`src/rtl/uart_rx_if.sv`:
```
// uart_rx_if: bundles the serial input and the received-byte output bus of
// the UART receiver.
//
// Signals:
//   rx          serial line into the receiver (idle high, asynchronous to clk)
//   dout        last received data word, LSB = first data bit on the line
//   dout_vld    one-clk strobe marking a completed frame
//   parity_err  parity mismatch for the frame flagged by dout_vld
//   frame_err   stop bit sampled low for the frame flagged by dout_vld
//   busy        receiver is inside a frame (start detect until back in IDLE)
//   state_dbg   current receiver FSM state, for observation only
//
// Handshake: dout_vld is a valid-only strobe with no ready. The consumer
// must take dout/parity_err/frame_err in the cycle dout_vld is high; those
// three hold their value until the next dout_vld, and a new frame simply
// overwrites them.
//
// Modports:
//   master  the receiver (drives the byte bus, reads rx)
//   slave   the pin driver / consumer (drives rx, reads the byte bus)
interface uart_rx_if #(
  parameter int DO_WIDTH = 8
) ();
  logic                rx;
  logic [DO_WIDTH-1:0] dout;
  logic                dout_vld;
  logic                parity_err;
  logic                frame_err;
  logic                busy;
  logic [2:0]          state_dbg;

  modport master (
    input  rx,
    output dout,
    output dout_vld,
    output parity_err,
    output frame_err,
    output busy,
    output state_dbg
  );

  modport slave (
    output rx,
    input  dout,
    input  dout_vld,
    input  parity_err,
    input  frame_err,
    input  busy,
    input  state_dbg
  );
endinterface

```
`src/rtl/uart_rx.sv`:
```
// uart_rx: oversampling UART receiver.
//
// The asynchronous rx line is brought into the clk domain through a 2-flop
// synchronizer. A falling edge while idle starts a frame; the start bit is
// re-checked at its midpoint (glitch reject), then every data bit, the
// optional even-parity bit and the stop bit are sampled at their midpoints.
// The received word is published with a one-clk dout_vld strobe together
// with parity and framing error flags.
//
// Ports:
//   clk   system clock, rising edge
//   rst   asynchronous, active-low reset
//   bus   uart_rx_if.master: rx in; dout, dout_vld, parity_err, frame_err,
//         busy and state_dbg out (all outputs registered)
module uart_rx #(
  parameter int CLK_FREQ   = 16_000_000,
  parameter int BAUD_RATE  = 9_600,
  parameter int PARITY     = 1,
  parameter int DO_WIDTH   = 8,
  parameter int OVERSAMPLE = 16
) (
  input  logic      clk,
  input  logic      rst,
  uart_rx_if.master bus
);

  // clk cycles per oversample tick (integer-truncated)
  localparam int TICK_DIV = CLK_FREQ / (BAUD_RATE * OVERSAMPLE);
  localparam int TW       = (TICK_DIV > 1) ? $clog2(TICK_DIV) : 1;
  localparam int SW       = $clog2(OVERSAMPLE);
  localparam int BW       = $clog2(DO_WIDTH + 1);

  localparam logic [TW-1:0] TICK_LAST = TW'(TICK_DIV - 1);
  localparam logic [SW-1:0] SMP_LAST  = SW'(OVERSAMPLE - 1);
  localparam logic [SW-1:0] SMP_HALF  = SW'(OVERSAMPLE / 2 - 1);
  localparam logic [BW-1:0] BIT_LAST  = BW'(DO_WIDTH - 1);

  typedef enum logic [2:0] {
    S_IDLE   = 3'd0,
    S_START  = 3'd1,
    S_DATA   = 3'd2,
    S_PARITY = 3'd3,
    S_STOP   = 3'd4,
    S_BREAK  = 3'd5
  } state_e;

  state_e              state_q,      state_d;
  logic                rx_meta_q,    rx_meta_d;
  logic                rx_s_q,       rx_s_d;
  logic                rx_prev_q,    rx_prev_d;
  logic [TW-1:0]       tick_cnt_q,   tick_cnt_d;
  logic [SW-1:0]       smp_cnt_q,    smp_cnt_d;
  logic [BW-1:0]       bit_cnt_q,    bit_cnt_d;
  logic [DO_WIDTH-1:0] shift_q,      shift_d;
  logic                perr_q,       perr_d;
  logic [DO_WIDTH-1:0] dout_q,       dout_d;
  logic                dout_vld_q,   dout_vld_d;
  logic                parity_err_q, parity_err_d;
  logic                frame_err_q,  frame_err_d;
  logic                busy_q,       busy_d;

  logic tick;
  logic mid_bit;
  logic fall;

  // The tick divider only runs inside a frame; in IDLE it sits at 0 so the
  // first tick lands exactly TICK_DIV clks after the detected start edge.
  assign tick    = (state_q != S_IDLE) && (tick_cnt_q == TICK_LAST);
  // Data/parity/stop sampling: a full bit after the mid-start re-check,
  // which places every sample at the middle of its bit.
  assign mid_bit = tick && (smp_cnt_q == SMP_LAST);
  assign fall    = rx_prev_q && !rx_s_q;

  always_comb begin
    state_d      = state_q;
    rx_meta_d    = bus.rx;
    rx_s_d       = rx_meta_q;
    rx_prev_d    = rx_s_q;
    tick_cnt_d   = tick_cnt_q;
    smp_cnt_d    = smp_cnt_q;
    bit_cnt_d    = bit_cnt_q;
    shift_d      = shift_q;
    perr_d       = perr_q;
    dout_d       = dout_q;
    dout_vld_d   = 1'b0;
    parity_err_d = parity_err_q;
    frame_err_d  = frame_err_q;
    busy_d       = busy_q;

    // tick divider
    if (state_q == S_IDLE || tick) begin
      tick_cnt_d = '0;
    end else begin
      tick_cnt_d = tick_cnt_q + TW'(1);
    end

    // sample counter, wraps every OVERSAMPLE ticks
    if (tick) begin
      smp_cnt_d = (smp_cnt_q == SMP_LAST) ? '0 : smp_cnt_q + SW'(1);
    end

    unique case (state_q)
      S_IDLE: begin
        if (fall) begin
          state_d    = S_START;
          busy_d     = 1'b1;
          tick_cnt_d = '0;
          smp_cnt_d  = '0;
        end
      end

      S_START: begin
        if (tick && smp_cnt_q == SMP_HALF) begin
          smp_cnt_d = '0;
          if (!rx_s_q) begin
            state_d   = S_DATA;
            bit_cnt_d = '0;
          end else begin
            // line went back high before mid start bit: a glitch
            state_d = S_IDLE;
            busy_d  = 1'b0;
          end
        end
      end

      S_DATA: begin
        if (mid_bit) begin
          // LSB arrives first, so shift in from the top
          shift_d   = {rx_s_q, shift_q[DO_WIDTH-1:1]};
          bit_cnt_d = bit_cnt_q + BW'(1);
          if (bit_cnt_q == BIT_LAST) begin
            state_d = (PARITY != 0) ? S_PARITY : S_STOP;
          end
        end
      end

      S_PARITY: begin
        if (mid_bit) begin
          // even parity: sample plus data bits must XOR to 0
          perr_d  = rx_s_q ^ (^shift_q);
          state_d = S_STOP;
        end
      end

      S_STOP: begin
        if (mid_bit) begin
          dout_d       = shift_q;
          dout_vld_d   = 1'b1;
          parity_err_d = (PARITY != 0) ? perr_q : 1'b0;
          frame_err_d  = !rx_s_q;
          if (rx_s_q) begin
            state_d = S_IDLE;
            busy_d  = 1'b0;
          end else begin
            state_d = S_BREAK;
          end
        end
      end

      S_BREAK: begin
        // line held low past the stop bit; wait for it to return high
        // before arming start detection again
        if (rx_s_q) begin
          state_d = S_IDLE;
          busy_d  = 1'b0;
        end
      end

      default: begin
        state_d = S_IDLE;
        busy_d  = 1'b0;
      end
    endcase
  end

  always_ff @(posedge clk or negedge rst) begin
    if (!rst) begin
      state_q      <= S_IDLE;
      rx_meta_q    <= 1'b1;
      rx_s_q       <= 1'b1;
      rx_prev_q    <= 1'b1;
      tick_cnt_q   <= '0;
      smp_cnt_q    <= '0;
      bit_cnt_q    <= '0;
      shift_q      <= '0;
      perr_q       <= 1'b0;
      dout_q       <= '0;
      dout_vld_q   <= 1'b0;
      parity_err_q <= 1'b0;
      frame_err_q  <= 1'b0;
      busy_q       <= 1'b0;
    end else begin
      state_q      <= state_d;
      rx_meta_q    <= rx_meta_d;
      rx_s_q       <= rx_s_d;
      rx_prev_q    <= rx_prev_d;
      tick_cnt_q   <= tick_cnt_d;
      smp_cnt_q    <= smp_cnt_d;
      bit_cnt_q    <= bit_cnt_d;
      shift_q      <= shift_d;
      perr_q       <= perr_d;
      dout_q       <= dout_d;
      dout_vld_q   <= dout_vld_d;
      parity_err_q <= parity_err_d;
      frame_err_q  <= frame_err_d;
      busy_q       <= busy_d;
    end
  end

  assign bus.dout       = dout_q;
  assign bus.dout_vld   = dout_vld_q;
  assign bus.parity_err = parity_err_q;
  assign bus.frame_err  = frame_err_q;
  assign bus.busy       = busy_q;
  assign bus.state_dbg  = state_q;

endmodule

```
`src/flat_wrapper.sv`:
```
// flat-port wrapper written by rule: the top's interface ports become plain ports
module uart_rx_flat 
#(
  parameter int CLK_FREQ   = 16_000_000,
  parameter int BAUD_RATE  = 9_600,
  parameter int PARITY     = 1,
  parameter int DO_WIDTH   = 8,
  parameter int OVERSAMPLE = 16
)
  (clk, rst, bus_rx, bus_dout, bus_dout_vld, bus_parity_err, bus_frame_err, bus_busy, bus_state_dbg);
  uart_rx_if #(.DO_WIDTH(DO_WIDTH)) bus_i ();
  input  logic clk;
  input  logic rst;
  input wire logic [$bits(bus_i.rx)-1:0] bus_rx;
  output wire logic [$bits(bus_i.dout)-1:0] bus_dout;
  output wire logic [$bits(bus_i.dout_vld)-1:0] bus_dout_vld;
  output wire logic [$bits(bus_i.parity_err)-1:0] bus_parity_err;
  output wire logic [$bits(bus_i.frame_err)-1:0] bus_frame_err;
  output wire logic [$bits(bus_i.busy)-1:0] bus_busy;
  output wire logic [$bits(bus_i.state_dbg)-1:0] bus_state_dbg;
  assign bus_i.rx = bus_rx;
  assign bus_dout = bus_i.dout;
  assign bus_dout_vld = bus_i.dout_vld;
  assign bus_parity_err = bus_i.parity_err;
  assign bus_frame_err = bus_i.frame_err;
  assign bus_busy = bus_i.busy;
  assign bus_state_dbg = bus_i.state_dbg;
  uart_rx #(.CLK_FREQ(CLK_FREQ), .BAUD_RATE(BAUD_RATE), .PARITY(PARITY), .DO_WIDTH(DO_WIDTH), .OVERSAMPLE(OVERSAMPLE)) u_core (.clk(clk), .rst(rst), .bus(bus_i));
endmodule
```
`config.mk`:
```
export PLATFORM = sky130hd
export DESIGN_NAME = uart_rx_flat
export DESIGN_NICKNAME = d
export VERILOG_FILES = /design/src/rtl/uart_rx_if.sv /design/src/rtl/uart_rx.sv /design/src/flat_wrapper.sv
export SDC_FILE = /design/constraint.sdc
export NUM_CORES = 1
export LEC_CHECK = 0
export CORE_MARGIN = 10
export CORE_UTILIZATION = 53
export DETAILED_ROUTE_END_ITERATION = 8
export PLACE_DENSITY = 0.7
export SYNTH_ARGS = -nofsm -noshare
export SYNTH_HDL_FRONTEND = slang
export SYNTH_SLANG_ARGS = --single-unit
```
`constraint.sdc`:
```
create_clock -name clk -period 1.9 [get_ports clk]
set_input_delay 0.475 -clock clk [delete_from_list [all_inputs] [get_ports clk]]
set_output_delay 0.475 -clock clk [all_outputs]
set_load 0.05 [all_outputs]
```
== Yosys cells after proc, flatten, opt, wreduce, memory -nomap -nowiden ==
Cells that the tools add are included.

* Bits of input ports: 3
* Flip-flop bits (word level): 42
* Logic and storage cells: 82
* Output and inout bits: 15

* Eq/ne operators: 17
* Bitwise operators: 2
* $add $sub $neg: 3
* Reduce and logical (&&, ||, !) cells: 17
* Muxes and demuxes: 29

{| class="wikitable"
|+ Operators by type and width
! operator !! number
|-
| 4-bit two-way mux || 7
|-
| 3-bit two-way mux || 8
|-
| 7-bit two-way mux || 3
|-
| 3-bit one-hot mux with 6 select lines || 1
|-
| 4-bit one-hot mux with 2 select lines || 2
|-
| 2-bit by 1-bit != test with 1-bit output, second input constant || 7
|-
| 4-bit by 1-bit adder with 4-bit output, second input constant || 2
|-
| 4-bit by 3-bit equality test with 1-bit output, second input constant || 2
|-
| 4-bit AND reduction || 2
|-
| 8-bit parity || 1
|-
| 7-bit by 1-bit adder with 7-bit output, second input constant || 1
|-
| 7-bit equality test, second input constant || 1
|-
| 7-bit AND reduction || 1
|-
| 3-bit by 2-bit equality test with 1-bit output, second input constant || 2
|-
| 3-bit equality test, second input constant || 2
|-
| 1-bit two-way mux || 6
|-
| 2-bit AND reduction || 3
|-
| 1-bit one-hot mux with 5 select lines || 1
|-
| 4-bit equality test, second input constant || 1
|-
| 1-bit logical AND || 4
|-
| 3-bit by 1-bit equality test with 1-bit output, second input constant || 1
|-
| 3-bit logical NOT || 1
|-
| 3-bit nonzero test || 1
|-
| 2-bit two-way mux || 1
|-
| other kinds (7) || 7
|}

== Longest topological paths before layout ==
* Depth after elaboration: 6
* Mapped depth: 7
* Mapped depth without buffers: 5

== Least setup slack after synthesis ==
No wires, ideal clock.

* Path type: reg-to-reg
* Start point: register u_core.state_q[0], in the netlist u_core.bus.state_dbg[0]
* End point: register u_core.dout_q[0], in the netlist u_core.bus.dout[0]
* Period minus slack after synthesis: 1.781 ns
* Slack: 0.119 ns
* Stages on the path, launching flop included: 6
* Arrival: 1.656 ns
* Cells stage by stage: dfrtp_1 > buf_2 > nor3b_1 > nand4_2 > buf_6 > mux2_2

* Longest elaborated chain between the ends: 4

{| class="wikitable"
|+ RTL lines
! what !! RTL line !! RTL
|-
| start, declared || uart_rx.sv:47 || <nowiki>state_e state_q, state_d;</nowiki>
|-
| start signal, assigned || uart_rx.sv:193 || <nowiki>state_q <= state_d;</nowiki>
|-
| 3-bit nonzero test || uart_rx.sv:68 || <nowiki>assign tick = (state_q != S_IDLE) && (tick_cnt_q == TICK_LAST);</nowiki>
|-
| 1-bit logical AND || uart_rx.sv:68 ||
|-
| 1-bit logical AND || uart_rx.sv:71 || <nowiki>assign mid_bit = tick && (smp_cnt_q == SMP_LAST);</nowiki>
|-
| 2-bit AND reduction (no line) * || -- ||
|-
| end signal, assigned || uart_rx.sv:202 || <nowiki>dout_q <= dout_d;</nowiki>
|-
| end, declared || uart_rx.sv:56 || <nowiki>logic [DO_WIDTH-1:0] dout_q, dout_d;</nowiki>
|}

Every way passes the cells marked *; elsewhere a longest branch is shown, timed or not.
A chain may end at the register's enable or synchronous reset.

== Worst setup path after layout ==
* Start point: register u_core.tick_cnt_q[0]
* End point: register u_core.perr_q

* Longest elaborated chain between the ends: 4

{| class="wikitable"
|+ RTL lines
! what !! RTL line !! RTL
|-
| start, declared || uart_rx.sv:51 || <nowiki>logic [TW-1:0] tick_cnt_q, tick_cnt_d;</nowiki>
|-
| start signal, assigned || uart_rx.sv:197 || <nowiki>tick_cnt_q <= tick_cnt_d;</nowiki>
|-
| 7-bit equality test || uart_rx.sv:68 ||
|-
| 1-bit logical AND || uart_rx.sv:68 ||
|-
| 1-bit logical AND || uart_rx.sv:71 ||
|-
| 2-bit AND reduction (no line) || -- ||
|-
| end signal, assigned || uart_rx.sv:201 || <nowiki>perr_q <= perr_d;</nowiki>
|-
| end, declared || uart_rx.sv:55 || <nowiki>logic perr_q, perr_d;</nowiki>
|}

Every way passes these cells.

==> metrics.md <==
| Metric | Value |
|---|---|
| Status | finished clean |
| Critical Path Fanout Max | 12 |
| Area contributors post-synth | dfrtp_1 47%, mux2_2 9.7%, dfstp_2 3.8% |
| RR Startpoint | u_core.tick_cnt_q[0] |
| Fraction of layout cells with a size suffix above 1 | 34.3% |
| Crit end category | flip-flop |
| Multi-input gate area | between 900 and 1000 um2 |
| Die height | about 83 um |
| Placed cell area | ~2400 um2 |
| Skew final | about 0.007 ns |
| Io pins | 18 |
| RSZ-0062 raised after global routing | no |
| Cts hold-fix bufs | 0 |
| Cell depth of the worst flop-to-flop path | 5 |
| GR Util All Layers | about an eighth |
| Post-Syn Instances | 179 |
| Clock Path Buffers | 2 |
| RR Endpoint | u_core.perr_q |
| Setup violators final | 0 |
| Largest net degree at the start of global routing | 30 |
| DR iter-0 viols | 126 |
| Area share of the largest cell type after synthesis | a little under half |
| CTS clk-pin slew, worst paths | 0.08 ns |
| Leading area contributor after synthesis | dfrtp_1 |
| Initial antenna violation count | 0 |
| PostCTS Resize Cnt | 0 |
| Fmax achieved | about 560 MHz |
| Setup TNS | 0 ns |
| Inserted Diodes | 0 |
| Final WL | 4.08 mm |
| YS warnings | 0 |
| Period minus WS final | between 1.5 and 2 ns |
| Worst Path Required | approximately 2.1 ns |
| Post-CTS Setup Inserts | 0 |
| TritonCTS Buffers | 5 |
| Unique masters post-synth | 54 |
| Tcrit/Tclk final | 93.8% |
| Critical path type | reg2reg |
| H-tree depth | 2 |
| Antenna Nets Post-Route | 0 |
| CP startpoint kind | flip-flop |
| Max-cap violation count | 0 |
| R2R setup slack | roughly 0.12 ns |
| Clk_lat worst skew | ~0.29 ns |
| Vias in the first global route | 1498 |
| Area growth, synth to finish | 19.1% |
| TritonCTS Sinks | between 40 and 50 |
| TritonCTS clock tree | yes |
| Via count | between 1k and 1.5k |
| Core area | 3740 um2 |
| Vias/cell | 5.81 |
| Storage cell area | 1050 um2 |
| Final RePlAce weighted congestion | 0.879 |
| Site Rows | 22 |
| Nets@finish | about 210 |
| Global-route wire length before repair | 6.92 mm |
| CP arrival | 1.96 ns |
| Routed length per instance | 16.0 um |
| Syn_nets | about 190 |
| Fin. max-slew vios | 0 |
| Port bufs | 17 |
| Fillers | 306 |
| PD cells | about 980 nW/um2 |
| Worst slew margin | 59.8% |
| Hold Crit Class | in2async |
| Sequential-to-total area share from yosys stat | 50.3% |
| Seq cells post-synth | between 40 and 50 |
| Dpl hpwl | 2.98 mm |
| Final hold violations | 0 |
| DR DRC count | 0 |
| Remaining global-route overflow | 0 |
| Asr flop ratio synth | 100% |
| Clock Tree Root | clkbuf_8 |
| Final Cell Area | 2500 um2 |
| Syn avg cell area | 11.7 um2 |
| Die X-Extent | a little over 80 um |
| Count of flip-flops with a built-in enable after synthesis | 0 |
| Post-synth top flop | dfrtp_1 |
| Die ar. | 6880 um2 |
| Initial core utilization | between 50% and 60% |
| DRT Pass-1 Iters | 4 |
| Leak | approximately 1.2 nW |
| Worst VDD drop | 0.516 mV |
| Worst Tran Pin Value | slightly above 0.6 ns |
| Post-Syn Area | around 2100 um2 |
-- registers in the layout (all words and copies together) (netlist names), 3 cells and up --
register	cells
u_core.bus.state_dbg	3
u_core.bit_cnt_q	4
u_core.tick_cnt_q	7
u_core.shift_q	8
u_core.bus.dout	8
u_core.smp_cnt_q	4
-- placed cells by master (no fill, tap or decap), types with 2 or more instances in the layout --
cell type	count
buf_12	5
dfstp_2	3
or3_1	5
mux2i_1	2
nand3b_1	2
a22oi_1	2
xor2_1	4
nor3b_1	2
inv_1	5
and3_2	2
nor2b_1	2
ha_1	3
buf_4	23
dfrtp_1	39
nand4_4	2
o31ai_1	2
nand3_1	6
o21ai_0	8
xnor2_1	7
nor2_1	7
nand2_1	9
a21oi_1	8
and3_1	2
clkbuf_8	5
nand4_1	2
mux2_2	18
-- cell type report --
| class | count | area share [%] |
|---|---|---|
| Sequential cell | 42 | 42.2 |
| Tap cell | 48 | 2.40 |
| Multi-Input combinational cell | 122 | 38.6 |
| Timing Repair Buffer | 30 | 11.5 |
| Clock inverter | 3 | 1.75 |
| Clock buffer | 5 | 2.75 |
| Inverter | 5 | 0.751 |
-- routing by layer --
| layer | wire [um] | part of all wire (%) | vias to the layer above | GRT usage [%] |
|---|---|---|---|---|
| met3 | 168 | 4.1 | 5 | 3.71 |
| met1 | 1830 | 45 | 747 | 13.3 |
| met4 | 46 | 1.1 | 0 | 4.31 |
| met5 | 0 | 0 | - | 0 |
| li1 | - | - | 697 | - |
| met2 | 2040 | 50 | 32 | 20.1 |
-- worst max-delay path: stages, from the launching register on --
cell and delay (ns):
dfrtp_1 0.38, ha_1 0.23, and3_4 0.31, nand2_1 0.10, or3_1 0.36, mux2_2 0.28
-- stage by stage --
| stage | setup WS, ns | utilization (%) | cells | power, mW | hold slack (ns) |
|---|---|---|---|---|---|
| 2_1_floorplan | 0.119 | - | 179 | 1.51 | 0.179 |
| 3_3_place_gp | 0.124 | 63.4 | 247 | 1.74 | 0.349 |
| 3_5_place_dp | 0.0395 | 63.4 | 247 | 1.76 | 0.349 |
| 4_1_cts | 0.0291 | 66.4 | 255 | 2.47 | 0.202 |
| 5_1_grt | 0.0192 | 66.8 | 255 | 2.59 | 0.218 |
| 6_report | 0.118 | 66.8 | 255 | 2.46 | 0.180 |
-- Yosys cell counts, types with 2 or more instances --
cell	n
nor2_1	7
mux2_2	18
buf_2	5
a21oi_1	8
ha_1	3
inv_1	5
nor3b_1	2
o21ai_0	8
mux2i_1	2
buf_6	2
nor2b_1	2
nand3_1	6
nand4_2	2
dfstp_2	3
dfrtp_1	39
or3_1	5
xnor2_1	7
o31ai_1	2
nand4_1	2
nand2_1	9
and3_2	2
nand3b_1	2
and3_1	3
xor2_1	4
a22oi_1	2
-- power breakdown --
part | internal (mW) | total (mW) | leakage, nW | switching (mW)
clock network | 0.394 | 0.704 | 0.0585 | 0.310
logic | 0.288 | 0.680 | 0.605 | 0.392
registers | 0.974 | 1.08 | 0.561 | 0.103
-- cells by family after synthesis --
family	Yosys count	share of synthesized area, %
compound gates	31	9.60
xor+xnor	12	5.66
fa+ha+maj	3	1.79
buf+inv	15	4.35
flops	42	50.3
mux	20	10.6
simple gates	56	17.7
-- worst max path at each step --
stage	startpoint	end	slack, ns
detailed placement	u_core.smp_cnt_q[0]	u_core.bit_cnt_q[3]	0.04
floorplan	u_core.bus.state_dbg[0]	u_core.bus.dout[0]	0.12
global route	u_core.tick_cnt_q[0]	u_core.perr_q	0.02
global placement	u_core.tick_cnt_q[0]	u_core.perr_q	0.12
finish	u_core.tick_cnt_q[0]	u_core.perr_q	0.12
CTS	u_core.tick_cnt_q[0]	u_core.bit_cnt_q[3]	0.03
(Power assumes the default switching activity.)
